## config.mk

```make
export PLATFORM = sky130hd
export DESIGN_NAME = async_fifo
export DESIGN_NICKNAME = d
export VERILOG_FILES = /design/src/rtl/async_fifo_pkg.sv /design/src/rtl/async_fifo_mem.sv /design/src/rtl/async_fifo.sv
export SDC_FILE = /design/constraint.sdc
export NUM_CORES = 1
export LEC_CHECK = 0
export ABC_CLOCK_PERIOD_IN_PS = 6950
export BUFFER_PORTS_ARGS = -buffer_cell sky130_fd_sc_hd__clkbuf_2
export CAP_MARGIN = 20
export CORE_MARGIN = 2
export CORE_UTILIZATION = 65
export CTS_CLUSTER_SIZE = 28
export DETAILED_ROUTE_END_ITERATION = 8
export PLACE_DENSITY = 0.83
export SETUP_SLACK_MARGIN = 0.02
export SLEW_MARGIN = 20
export SYNTH_ARGS = -nofsm -noshare
export SYNTH_HDL_FRONTEND = slang
export SYNTH_SLANG_ARGS = --single-unit
```

## constraint.sdc

```tcl
create_clock -name clk_i -period 6.95 [get_ports clk_i]
set_input_delay 0.695 -clock clk_i [delete_from_list [all_inputs] [get_ports clk_i]]
set_output_delay 0.695 -clock clk_i [all_outputs]
set_load 0.03 [all_outputs]
```

## src/rtl/async_fifo_pkg.sv

```systemverilog
// -----------------------------------------------------------------------------
// async_fifo_pkg
// Shared constants and helpers for the async_fifo block.
//   DEF_DEPTH / DEF_WIDTH / DEF_PTR_WIDTH : default geometry
//   flags_t                               : packed {full, empty} pair
//   calc_flags()                          : full/empty from two wrap-bit pointers
// -----------------------------------------------------------------------------
package async_fifo_pkg;

    localparam int DEF_DEPTH     = 16;
    localparam int DEF_WIDTH     = 8;
    localparam int DEF_PTR_WIDTH = 4;

    // Pointers are passed zero-extended to this width so one function serves
    // any PTR_WIDTH up to 30.
    localparam int MAX_PTR_W = 32;

    typedef struct packed {
        logic full;
        logic empty;
    } flags_t;

    // Pointers carry one extra wrap bit at index pw. Equal pointers mean empty.
    // Equal low bits with differing wrap bits mean the writer is one lap ahead.
    function automatic flags_t calc_flags(
        input logic [MAX_PTR_W-1:0] wr,
        input logic [MAX_PTR_W-1:0] rd,
        input int                   pw
    );
        logic [MAX_PTR_W-1:0] low_mask;
        flags_t               f;
        low_mask = (MAX_PTR_W'(1) << pw) - MAX_PTR_W'(1);
        f.empty  = (wr == rd);
        f.full   = (wr[pw] != rd[pw]) && ((wr & low_mask) == (rd & low_mask));
        return f;
    endfunction

endpackage

```

## src/rtl/async_fifo_mem.sv

```systemverilog
// -----------------------------------------------------------------------------
// async_fifo_mem
// DEPTH x WIDTH storage with a synchronous write port and a registered read
// port. Only the read data register is reset; the array keeps its contents.
// Ports:
//   i_clk, i_rst          : clock, synchronous active-high reset (read reg only)
//   i_we, i_waddr, i_wdata: write port, written on the rising edge when i_we=1
//   i_re, i_raddr, o_rdata: read port, o_rdata loads mem[i_raddr] when i_re=1
//                           and holds otherwise
// -----------------------------------------------------------------------------
module async_fifo_mem
    import async_fifo_pkg::*;
#(
    parameter int DEPTH     = DEF_DEPTH,
    parameter int WIDTH     = DEF_WIDTH,
    parameter int PTR_WIDTH = DEF_PTR_WIDTH
) (
    input  logic                 i_clk,
    input  logic                 i_rst,
    input  logic                 i_we,
    input  logic [PTR_WIDTH-1:0] i_waddr,
    input  logic [WIDTH-1:0]     i_wdata,
    input  logic                 i_re,
    input  logic [PTR_WIDTH-1:0] i_raddr,
    output logic [WIDTH-1:0]     o_rdata
);

    logic [WIDTH-1:0] r_mem [DEPTH];
    logic [WIDTH-1:0] r_rdata;

    always_ff @(posedge i_clk) begin
        if (i_we) begin
            r_mem[i_waddr] <= i_wdata;
        end
    end

    always_ff @(posedge i_clk) begin
        if (i_rst) begin
            r_rdata <= '0;
        end else if (i_re) begin
            r_rdata <= r_mem[i_raddr];
        end
    end

    assign o_rdata = r_rdata;

endmodule

```

## src/rtl/async_fifo.sv

```systemverilog
// -----------------------------------------------------------------------------
// async_fifo
// Single-clock FIFO with registered read data and a one-cycle error pulse for
// dropped requests. The name is kept for existing instantiations.
// Ports:
//   clk_i, rst_i      : clock, synchronous active-high reset
//   wr_en_i, wdata_i  : write request and data
//   rd_en_i, rdata_o  : read request, registered read data (1-cycle latency)
//   full_o, empty_o   : occupancy flags from the registered pointers
//   error_o           : 1 for one cycle after an overflow or underflow attempt
//
// Request semantics: wr_en_i / rd_en_i are single-cycle requests with no
// back-pressure wait. A write is taken at the edge only if full_o is low, a read
// only if empty_o is low, both judged on the flags seen before that edge. A
// request made against the blocking flag is dropped, not retried, and raises
// error_o for the next cycle.
// -----------------------------------------------------------------------------
module async_fifo
    import async_fifo_pkg::*;
#(
    parameter int DEPTH     = DEF_DEPTH,
    parameter int WIDTH     = DEF_WIDTH,
    parameter int PTR_WIDTH = DEF_PTR_WIDTH
) (
    input  logic             clk_i,
    input  logic             rst_i,
    input  logic             wr_en_i,
    input  logic [WIDTH-1:0] wdata_i,
    output logic             full_o,
    input  logic             rd_en_i,
    output logic [WIDTH-1:0] rdata_o,
    output logic             empty_o,
    output logic             error_o
);

    localparam logic [PTR_WIDTH:0] PTR_ONE = {{PTR_WIDTH{1'b0}}, 1'b1};

    logic [PTR_WIDTH:0] r_wr_ptr;
    logic [PTR_WIDTH:0] r_rd_ptr;
    logic               r_error;
    flags_t             w_flags;
    logic               w_wr_accept;
    logic               w_rd_accept;

    assign w_flags     = calc_flags(MAX_PTR_W'(r_wr_ptr), MAX_PTR_W'(r_rd_ptr), PTR_WIDTH);
    assign w_wr_accept = wr_en_i & ~w_flags.full;
    assign w_rd_accept = rd_en_i & ~w_flags.empty;

    always_ff @(posedge clk_i) begin
        if (rst_i) begin
            r_wr_ptr <= '0;
            r_rd_ptr <= '0;
            r_error  <= 1'b0;
        end else begin
            if (w_wr_accept) begin
                r_wr_ptr <= r_wr_ptr + PTR_ONE;
            end
            if (w_rd_accept) begin
                r_rd_ptr <= r_rd_ptr + PTR_ONE;
            end
            r_error <= (wr_en_i & w_flags.full) | (rd_en_i & w_flags.empty);
        end
    end

    // Write enable is gated by rst_i so a request in the reset cycle cannot
    // leave a stray word behind the cleared pointers.
    async_fifo_mem #(
        .DEPTH     (DEPTH),
        .WIDTH     (WIDTH),
        .PTR_WIDTH (PTR_WIDTH)
    ) u_mem (
        .i_clk   (clk_i),
        .i_rst   (rst_i),
        .i_we    (w_wr_accept & ~rst_i),
        .i_waddr (r_wr_ptr[PTR_WIDTH-1:0]),
        .i_wdata (wdata_i),
        .i_re    (w_rd_accept),
        .i_raddr (r_rd_ptr[PTR_WIDTH-1:0]),
        .o_rdata (rdata_o)
    );

    assign full_o  = w_flags.full;
    assign empty_o = w_flags.empty;
    assign error_o = r_error;

endmodule

```

==> results of run 1 <==
==> metrics by stage <==
stage | hold WS (ns) | power, mW | area, sq um | util | instances
floorplan | 0.495 | 1.17 | 5960 | - | 341
global placement | 0.479 | 1.22 | 6090 | 0.692 | 456
detailed placement | 0.483 | 1.22 | 6090 | 0.692 | 456
CTS | 0.496 | 2.00 | 6610 | 0.750 | 488
global route | 0.522 | 2.06 | 6620 | 0.752 | 488
finish | 0.495 | 2.00 | 6620 | 0.752 | 488
==> worst max path at each step <==
| stage | cells after the start | to | start | slack [ns] |
|---|---|---|---|---|
| after floorplan | 4 | u_mem.r_mem[0][0] | r_rd_ptr[4] | 4.67 |
| after detailed placement | 6 | u_mem.r_mem[10][1] | r_rd_ptr[1] | 3.72 |
| after CTS | 6 | u_mem.r_mem[4][4] | r_rd_ptr[1] | 3.55 |
| after global placement | 6 | u_mem.r_mem[9][1] | r_rd_ptr[1] | 3.83 |
| final | 6 | u_mem.r_mem[4][4] | r_rd_ptr[1] | 3.55 |
| after global routing | 6 | u_mem.r_mem[10][4] | r_rd_ptr[1] | 3.34 |
==> synthesized netlist by cell type (all sizes together), types with 2 or more instances <==
cell / n
edfxtp: 128
nor2: 27
mux4: 24
nor3: 21
dfxtp: 19
a211oi: 16
mux2: 16
buf: 15
nor2b: 8
o22ai: 8
xnor2: 7
xor2: 6
clkbuf: 5
ha: 5
nand2: 5
nand2b: 5
o21ai: 5
nor4: 4
o211ai: 3
a21oi: 2
inv: 2
mux2i: 2
or3b: 2
==> per-layer routing <==
metal  part of all wire  vias up
met5                  0        -
met4              0.039        0
met3              0.073       40
met2               0.48      189
met1               0.41     1636
li1                   -     1411
==> critical path, cell delays in order (launching register included) <==
cell and delay (ns):
dfxtp_2 0.91, xnor2_1 0.19, nand4_1 0.37, o21ai_0 0.20, buf_4 0.23, or3b_2 0.52
nor2_1 0.60
==> kinds of logic (layout without fill, tap and decap cells) <==
group                    count (synthesis)  count (layout)  synth area share
AO/OA/AOI/OAI                           35              35            0.0410
XOR/XNOR                                13              13            0.0191
adder cells (fa/ha/maj)                  5               5            0.0105
buffers and inverters                   23              62            0.0279
flip-flops                             147             147             0.709
multiplexers                            42              42             0.129
AND/OR/NAND/NOR                         76              76            0.0632
==> state kept, by name, indices dropped and copies added, names as in the netlist <==
register / flops
r_rd_ptr: 5
u_mem.o_rdata: 8
error_o: 1
r_wr_ptr: 5
u_mem.r_mem: 128
==> layout make-up <==
class	instances	area [sq um]	area share
Clock buffer	22	453	0.0684
Timing Repair Buffer	28	155	0.0234
Clock inverter	10	62.6	0.00945
Multi-Input combinational cell	171	1580	0.239
Tap cell	108	135	0.0204
Inverter	2	7.51	0.00113
Sequential cell	147	4230	0.638
==> power groups by stage <==
| stage | clock, mW | sequential, mW | combinational (mW) |
|---|---|---|---|
| 2_1_floorplan | 0 | 1.03 | 0.144 |
| 3_3_place_gp | 0 | 1.03 | 0.190 |
| 3_5_place_dp | 0 | 1.03 | 0.194 |
| 4_1_cts | 0.794 | 1.01 | 0.199 |
| 5_1_grt | 0.833 | 1.01 | 0.213 |
| 6_report | 0.790 | 1.01 | 0.201 |
==> results.txt, run 1 <==
Worst VDD drop = 0.212 mV
Synth Instances = 341
leak pwr = 2.14 nW
Clock Power Share = 0.395
largest area contributor in the netlist = edfxtp_1
Yosys cell types = 37
commonest non-fill, non-tap cell in the layout = edfxtp_1
Setup Buffers After CTS = 0
met1 Usage GRT = 0.402
CP required = 7.11 ns
M3 GR Usage = 0.0555
critical path class = reg -> reg
Initial Util = 0.677
Synth Register Bits = 147
Routed WL per cell = 25.9 um
Hold Buf Count CTS = 0
fill count = 475
vias in the first global route = 3228
R2R Path End = u_mem.r_mem[4][4]
GR peak layer = met2
DIE AREA = 9950 sq um
Reg power frac = 0.504
Arrival @ worst endpoint = 3.55 ns
post-synth top area share = 0.645
hpwl dp = 7560 um
CORE AREA = 8810 sq um
Most used DFF post-synth = edfxtp_1
switch share = 0.246
CTS Root Cell = clkbuf_8
Period Utilization, post-route = 0.489
clock slew at reported path FFs = 0.06 ns
P per Cell Area = 302 nW/um^2
WHS Path Cells = 2
Nets = 384
Final Max Tran Viols = 0
Endpoint, Worst Hold = u_mem.o_rdata[1]
Resized cells post-CTS = 0
crit path time final = 3.40 ns
CTS max path bufs = 2
final worst slack = 3.55 ns
drt total wl = 12600 um
pre-CTS WS = 3.72 ns
Int Power = 1.51 mW
CTS sink count = 147
Post-synth EDFFs = 128
Mapped Area = 5960 sq um
layout cells sized above 1 = 0.258
I/O pins = 23
Total GRT Usage = 0.276
RSZ-0062 raised after global routing = no
Hold Path Origin = u_mem.o_rdata[1]
first-pass GRT wire length = 19300 um
CTS buffer count = 17
TritonRoute pass-1 iters = 5
yosys warns = 0
H-Tree Depth = 4
sequential element share of the synthesized area = 0.709
largest net degree at the start of global routing = 53
post-route ant nets = 0
Slew @ Worst Pin = 0.964 ns
IO Port Bufs = 22
area grow syn2layout = 11.2%
R2R Path Start = r_rd_ptr[1]
GRT overflow = 0
Final Setup Violations = 0
critical-path maximum fanout = 29
Reg2Reg Setup Slack = 3.55 ns
M2 GR Usage = 0.409
outcome = complete, no violations
setup TNS = 0 ns
worst skew pair latency = 0.53 ns
skew final = 0.00892 ns
max cap viols = 0
Die Width = 99.7 um
Worst Reg2Reg Path Length in Cells = 6
HP Class = reg -> reg
DR vias/cell = 6.71
combinational group share of total power = 0.101
antenna violations before repair = 0
Initial DRC Count = 438
routed via count = 3276
FP Rows = 34
count of final hold-check violations = 0
syn avg cell area = 17.5 sq um
top post-synthesis cells by area = edfxtp_1 (65%), dfxtp_1 (6.4%), mux4_2 (6.0%)
Antenna diodes = 0
CP Launch Type = flop
Worst Setup End Kind = flop
asr flop ratio synth = 0
fmax = 294 MHz
die height = 99.7 um
post-synth net total = 358
Slew Limit Headroom = 0.352
routability congestion estimate = 0.815
CTS tree = done
most frequent cells in the layout = edfxtp_1 (128), nor2_1 (27), clkbuf_2 (22)
NetSw = 492 uW
DRC violations left = 0
No activity file was read; power rests on OpenSTA's default activity.
==> inputs of run 2 (changes only) <==
Settings changed: ABC_CLOCK_PERIOD_IN_PS 6950 to 2800, CORE_UTILIZATION 65 to 55, PLACE_DENSITY 0.83 to 0.75.
Clock period 6.95 ns to 2.8 ns, I/O delays scaled along.
==> run 2 against run 1 <==
  * Count of clock-buffer cells in the layout grew 2
  * Die area grew 17%
  * Via count shrank 4.4%
  * Critical endpoint is now u_mem.r_mem[11][7]
  * Highest routed layer unchanged
==> results.txt, run 2 (synthesis gave the netlist of run 1 again) <==
IO Port Bufs = 22 (unchanged)
Final Power = 5.15 mW (+160%)
routed via count = 3133 (-4.4%)
vias in the first global route = 3121 (-3.3%)
critical-path maximum fanout = 12 (-59%)
Initial DRC Count = 319 (-27%)
TritonRoute pass-1 iters = 5 (unchanged)
Die Width = 108 um (+8.4%)
setup TNS = 0 ns (unchanged)
Resized cells post-CTS = 0 (unchanged)
FP Rows = 38 (+12%)
I/O pins = 23 (unchanged)
worst skew pair latency = 0.52 ns (about the same)
critical path class = reg -> reg
Met1 Routed Length = 5050 um (-1.3%)
Slew @ Worst Pin = 0.499 ns (-0.465 ns)
RSZ-0062 raised after global routing = no
Critical Path Start = r_rd_ptr[4]
commonest non-fill, non-tap cell in the layout = edfxtp_1
area grow syn2layout = 14.8%
layout cells sized above 1 = 0.280 (+0.0224)
Top reg by flops = u_mem.r_mem
die height = 108 um (+8.4%)
Worst VDD drop = 0.363 mV (+71%)
CTS sink count = 147 (unchanged)
Hold Buf Count CTS = 0 (unchanged)
R2R Path Start = r_rd_ptr[4]
first-pass GRT wire length = 17600 um (-8.7%)
routed wl met2 = 5580 um (-8.4%)
Hold Path Origin = wr_en_i
DIE AREA = 11700 sq um (+17%)
max cap viols = 0 (unchanged)
hpwl dp = 7050 um (-6.8%)
post-route ant nets = 0 (unchanged)
Initial Util = 0.557 (-0.120)
routability congestion estimate = 0.793 (-2.7%)
CTS Root Cell = clkbuf_8
clock slew at reported path FFs = 0.06 ns (about the same)
drt total wl = 11400 um (-10%)
crit path time final = 2.31 ns (-1.09 ns)
H-Tree Depth = 4 (unchanged)
antenna violations before repair = 0 (unchanged)
leak pwr = 2.26 nW (+5.8%)
CP required = 3.02 ns (-4.09 ns)
Arrival @ worst endpoint = 2.53 ns (-1.02 ns)
Setup Buffers After CTS = 0 (unchanged)
DRC violations left = 0 (unchanged)
Top Metal Used = met4
count of final hold-check violations = 0 (unchanged)
CTS tree = done
fmax = 433 MHz (+47%)
CTS buffer count = 17 (unchanged)
fill count = 722 (+52%)
Slew Limit Headroom = 0.665 (+0.312)
Worst Setup End Kind = flop
P per Cell Area = 754 nW/um^2 (+150%)
CP Launch Type = flop
DR vias/cell = 5.85 (-13%)
outcome = complete, no violations
CTS max path bufs = 2 (unchanged)
largest net degree at the start of global routing = 52 (-1.9%)
met3 WL = 534 um (-42%)
Final Setup Violations = 0 (unchanged)
CORE AREA = 10700 sq um (+21%)
HP Class = in -> reg
Antenna diodes = 0 (unchanged)
most frequent cells in the layout = edfxtp_1 (128), nor2_1 (27), clkbuf_2 (22)
Nets = 400 (+4.2%)
max FFs per register = 128 (unchanged)
Total GRT Usage = 0.212 (-0.0631)
Routed WL per cell = 21.2 um (-18%)
GRT overflow = 0 (unchanged)
Period Utilization, post-route = 0.825 (+0.336)
Final Max Tran Viols = 0 (unchanged)
skew final = 0.00831 ns (-0.000605 ns)
## run 2: metal layers
layer	track usage	vias up
li1	-	1444
met1	0.285	1577
met2	0.340	98
met3	0.0591	14
met4	0.0714	0
met5	0	-
## run 2: where the power goes
part           switching (mW)  leakage [nW]  internal (mW)
combinational           0.356         0.666          0.201
clock                   0.804         0.289           1.33
sequential             0.0338          1.31           2.43
total                    1.19          2.26           3.96
## run 2: worst paths after layout
| kind | slack (ns) | depth (start not counted) | endpoint |
|---|---|---|---|
| setup reg to reg | 0.49 | 6 | u_mem.r_mem[11][7] |
| hold / removal | 0.11 | 3 | error_o |
| hold reg to reg | 0.50 | 2 | u_mem.o_rdata[3] |
| setup / recovery | 0.49 | 6 | u_mem.r_mem[11][7] |
## run 2: per-stage QoR
stage	cell area (sq um)	std cells	hold WS (ns)	util	setup WS [ns]
final	6840	536	0.111	0.639	0.489
after floorplan	5960	341	0.379	-	0.523
after CTS	6840	536	0.0837	0.639	0.505
after global placement	6260	504	0.478	0.586	0.585
after global routing	6840	536	0.161	0.639	0.285
after detailed placement	6260	504	0.487	0.586	0.521
## run 2: cell type report
cell class / count / area [sq um] / area share
flip-flops and latches: 147 / 4230 / 0.618
multi-input cells: 171 / 1570 / 0.229
clock buffers: 24 / 503 / 0.0736
repair buffers: 44 / 288 / 0.0421
well taps: 140 / 175 / 0.0256
clock inverters: 8 / 70.1 / 0.0102
inverters: 2 / 7.51 / 0.00110
## run 2: worst max-delay path, cell delays in order, from the launching register on
cell and delay [ns]:
dfxtp_1 0.35, xnor2_1 0.45, o21ai_0 0.16, buf_4 0.20, or3b_2 0.53, nor2_1 0.13
buf_4 0.19
==> inputs of run 3 (changes only) <==
Settings changed: ABC_AREA set to 1, ABC_CLOCK_PERIOD_IN_PS 2800 to 2200, CORE_UTILIZATION 55 to 61, PLACE_DENSITY 0.75 to 0.79.
Clock period 2.8 ns to 2.2 ns, I/O delays scaled along.
==> run 3 against run 2 <==
  * Worst hold slack got worse by 0.074 ns
  * Count of clock-buffer cells in the layout decreased by 7
  * Non-clock buffer count is 3 higher
==> results.txt, run 3 <==
largest net degree at the start of global routing = 66 (+27%)
post-route ant nets = 0 (unchanged)
asr flop ratio synth = 0 (unchanged)
Arrival @ worst endpoint = 1.82 ns (-0.71 ns)
drt total wl = 14700 um (+30%)
CP Launch Type = flop
DIE AREA = 11300 sq um (-3.0%)
top post-synthesis cells by area = edfxtp_1 (60%), nand2_1 (8.7%), dfxtp_1 (5.9%)
critical-path maximum fanout = 9 (-3)
Synth top cells by count = nand2_1 (148), edfxtp_1 (128), nor2_1 (100)
CTS max path bufs = 2 (unchanged)
Top reg by flops = u_mem.r_mem
P per Cell Area = 914 nW/um^2 (+21%)
Slew Limit Headroom = 0.580 (-0.0850)
pre-CTS WS = 0.141 ns (-0.380 ns)
routability congestion estimate = 0.921 (+16%)
worst skew pair latency = 0.53 ns (about the same)
final cell count without fillers = 840 (+57%)
Total GRT Usage = 0.277 (+0.0644)
Initial DRC Count = 388 (+22%)
leak pwr = 3.10 nW (+37%)
Antenna diodes = 0 (unchanged)
syn avg cell area = 9.81 sq um (-44%)
CTS buffer count = 17 (unchanged)
count of final hold-check violations = 0 (unchanged)
vias in the first global route = 4558 (+46%)
routed via count = 4630 (+48%)
DRC violations left = 0 (unchanged)
CTS Root Cell = clkbuf_8
Die Width = 106 um (-1.5%)
Yosys cell types = 21 (-43%)
Worst Setup End Kind = output port
CP required = 1.98 ns (-1.04 ns)
outcome = complete, no violations
max cap viols = 0 (unchanged)
max FFs per register = 128 (unchanged)
IO Port Bufs = 22 (unchanged)
I/O pins = 23 (unchanged)
Placed Cells = 806 (+60%)
Mapped Area = 6400 sq um (+7.5%)
hpwl dp = 9110 um (+29%)
Synth Register Bits = 147 (unchanged)
Routed WL per cell = 17.6 um (-17%)
Slew @ Worst Pin = 0.631 ns (+0.131 ns)
most frequent cell after synthesis = nand2_1
clock slew at reported path FFs = 0.06 ns (about the same)
CORE AREA = 10300 sq um (-3.9%)
RSZ-0062 raised after global routing = no
Synth Instances = 653 (+91%)
CTS tree = done
commonest non-fill, non-tap cell in the layout = nand2_1
post-synth net total = 670 (+87%)
crit path time final = 2.04 ns
Final Setup Violations = 0 (unchanged)
critical path class = reg -> out
yosys warns = 0 (unchanged)
fmax = 490 MHz
GRT overflow = 0 (unchanged)
most frequent cells in the layout = nand2_1 (148), edfxtp_1 (128), nor2_1 (100)
die height = 106 um (-1.5%)
DR vias/cell = 5.51 (-5.7%)
first-pass GRT wire length = 23200 um (+32%)
Initial Util = 0.623 (+0.0661)
CTS sink count = 147 (unchanged)
Period Utilization, post-route = 0.928
Post-synth EDFFs = 128 (unchanged)
sequential element share of the synthesized area = 0.660 (-0.0493)
Final Max Tran Viols = 0 (unchanged)
H-Tree Depth = 4 (unchanged)
largest area contributor in the netlist = edfxtp_1
layout cells sized above 1 = 0.132 (-0.148)
post-synth top area share = 0.600 (-0.0449)
Most used DFF post-synth = edfxtp_1
antenna violations before repair = 0 (unchanged)
area grow syn2layout = 14.1%
HP Class = in -> reg
final worst slack = 0.158 ns (-0.331 ns)
TritonRoute pass-1 iters = 7 (+2)
Worst VDD drop = 0.474 mV (+31%)
skew final = 0.00833 ns (+0.0000118 ns)
FP Rows = 37 (-2.6%)
setup TNS = 0 ns (unchanged)
Nets = 708 (+77%)
-- run 3: cell count changes after synthesis, sizes merged, moves of 21 or more --
| cell | delta |
|---|---|
| nand2 | +145 |
| inv | +93 |
| nor2 | +74 |
| nand3 | +68 |
| o21ai | +31 |
| mux4 | -24 |
| nor3 | -21 |
-- run 3: cells by family (layout without fill, tap and decap cells) --
group	count (synthesis)	after routing	share of synthesized area
buf+inv	124	175	0.0782
fa+ha+maj	5	5	0.00977
simple gates	319	319	0.203
flops	147	147	0.660
xor+xnor	7	7	0.00957
compound gates	51	51	0.0399
-- run 3: worst max-delay path, stage by stage (launching register included) --
cell and delay (ns):
dfxtp_2 0.40, inv_2 0.10, nand2_1 0.07, nand2_1 0.05
nor2_1 0.18, nand3_2 0.17, inv_1 0.11, clkbuf_2 0.20
-- run 3: stage by stage --
step	hold WS, ns	util	total power [mW]	instance area, sq um
finish	0.0374	0.711	6.68	7300
floorplan	0.319	-	3.74	6400
global route	0.0293	0.711	6.90	7300
global placement	0.489	0.654	3.97	6720
detailed placement	0.493	0.654	3.99	6720
CTS	0.0168	0.710	6.68	7300
-- run 3: metal layers --
layer	vias up	GRT usage	wire [um]
li1	2183	-	-
met1	2177	0.384	6110
met2	236	0.430	6940
met3	34	0.0656	1300
met4	0	0.104	399
met5	-	0	0
-- run 3: layout make-up --
type                            count  area, sq um
Sequential cell                   147         4230
Fill cell                         733         2970
Timing Repair Buffer               47          303
Inverter                           96          360
Tap cell                          136          170
Clock inverter                     15          146
Multi-Input combinational cell    382         1680
Clock buffer                       17          414
-- run 3: path summary, 6_finish.rpt --
path              slack, ns  depth (start not counted)   startpoint           endpoint
setup / recovery       0.16                          7  r_rd_ptr[2]            empty_o
hold / removal         0.04                          3      rd_en_i        r_rd_ptr[2]
setup reg to reg       0.17                         10  r_wr_ptr[0]  u_mem.r_mem[6][3]
hold reg to reg        0.50                          2  r_rd_ptr[3]        r_rd_ptr[3]
-- run 3: power breakdown --
part | total, mW | internal [mW] | switching, mW
sequential | 3.11 | 3.08 | 0.0303
combinational | 0.849 | 0.231 | 0.618
clock | 2.72 | 1.53 | 1.19
-- run 3: repair_timing --
| action | CTS | global route |
|---|---|---|
| setup endpoints to repair | 0 | 66 |
| hold endpoints to repair | 1 | 0 |
| setup buffers | 0 | 0 |
| hold buffers | 2 | 0 |
| resized for setup | 0 | 5 |
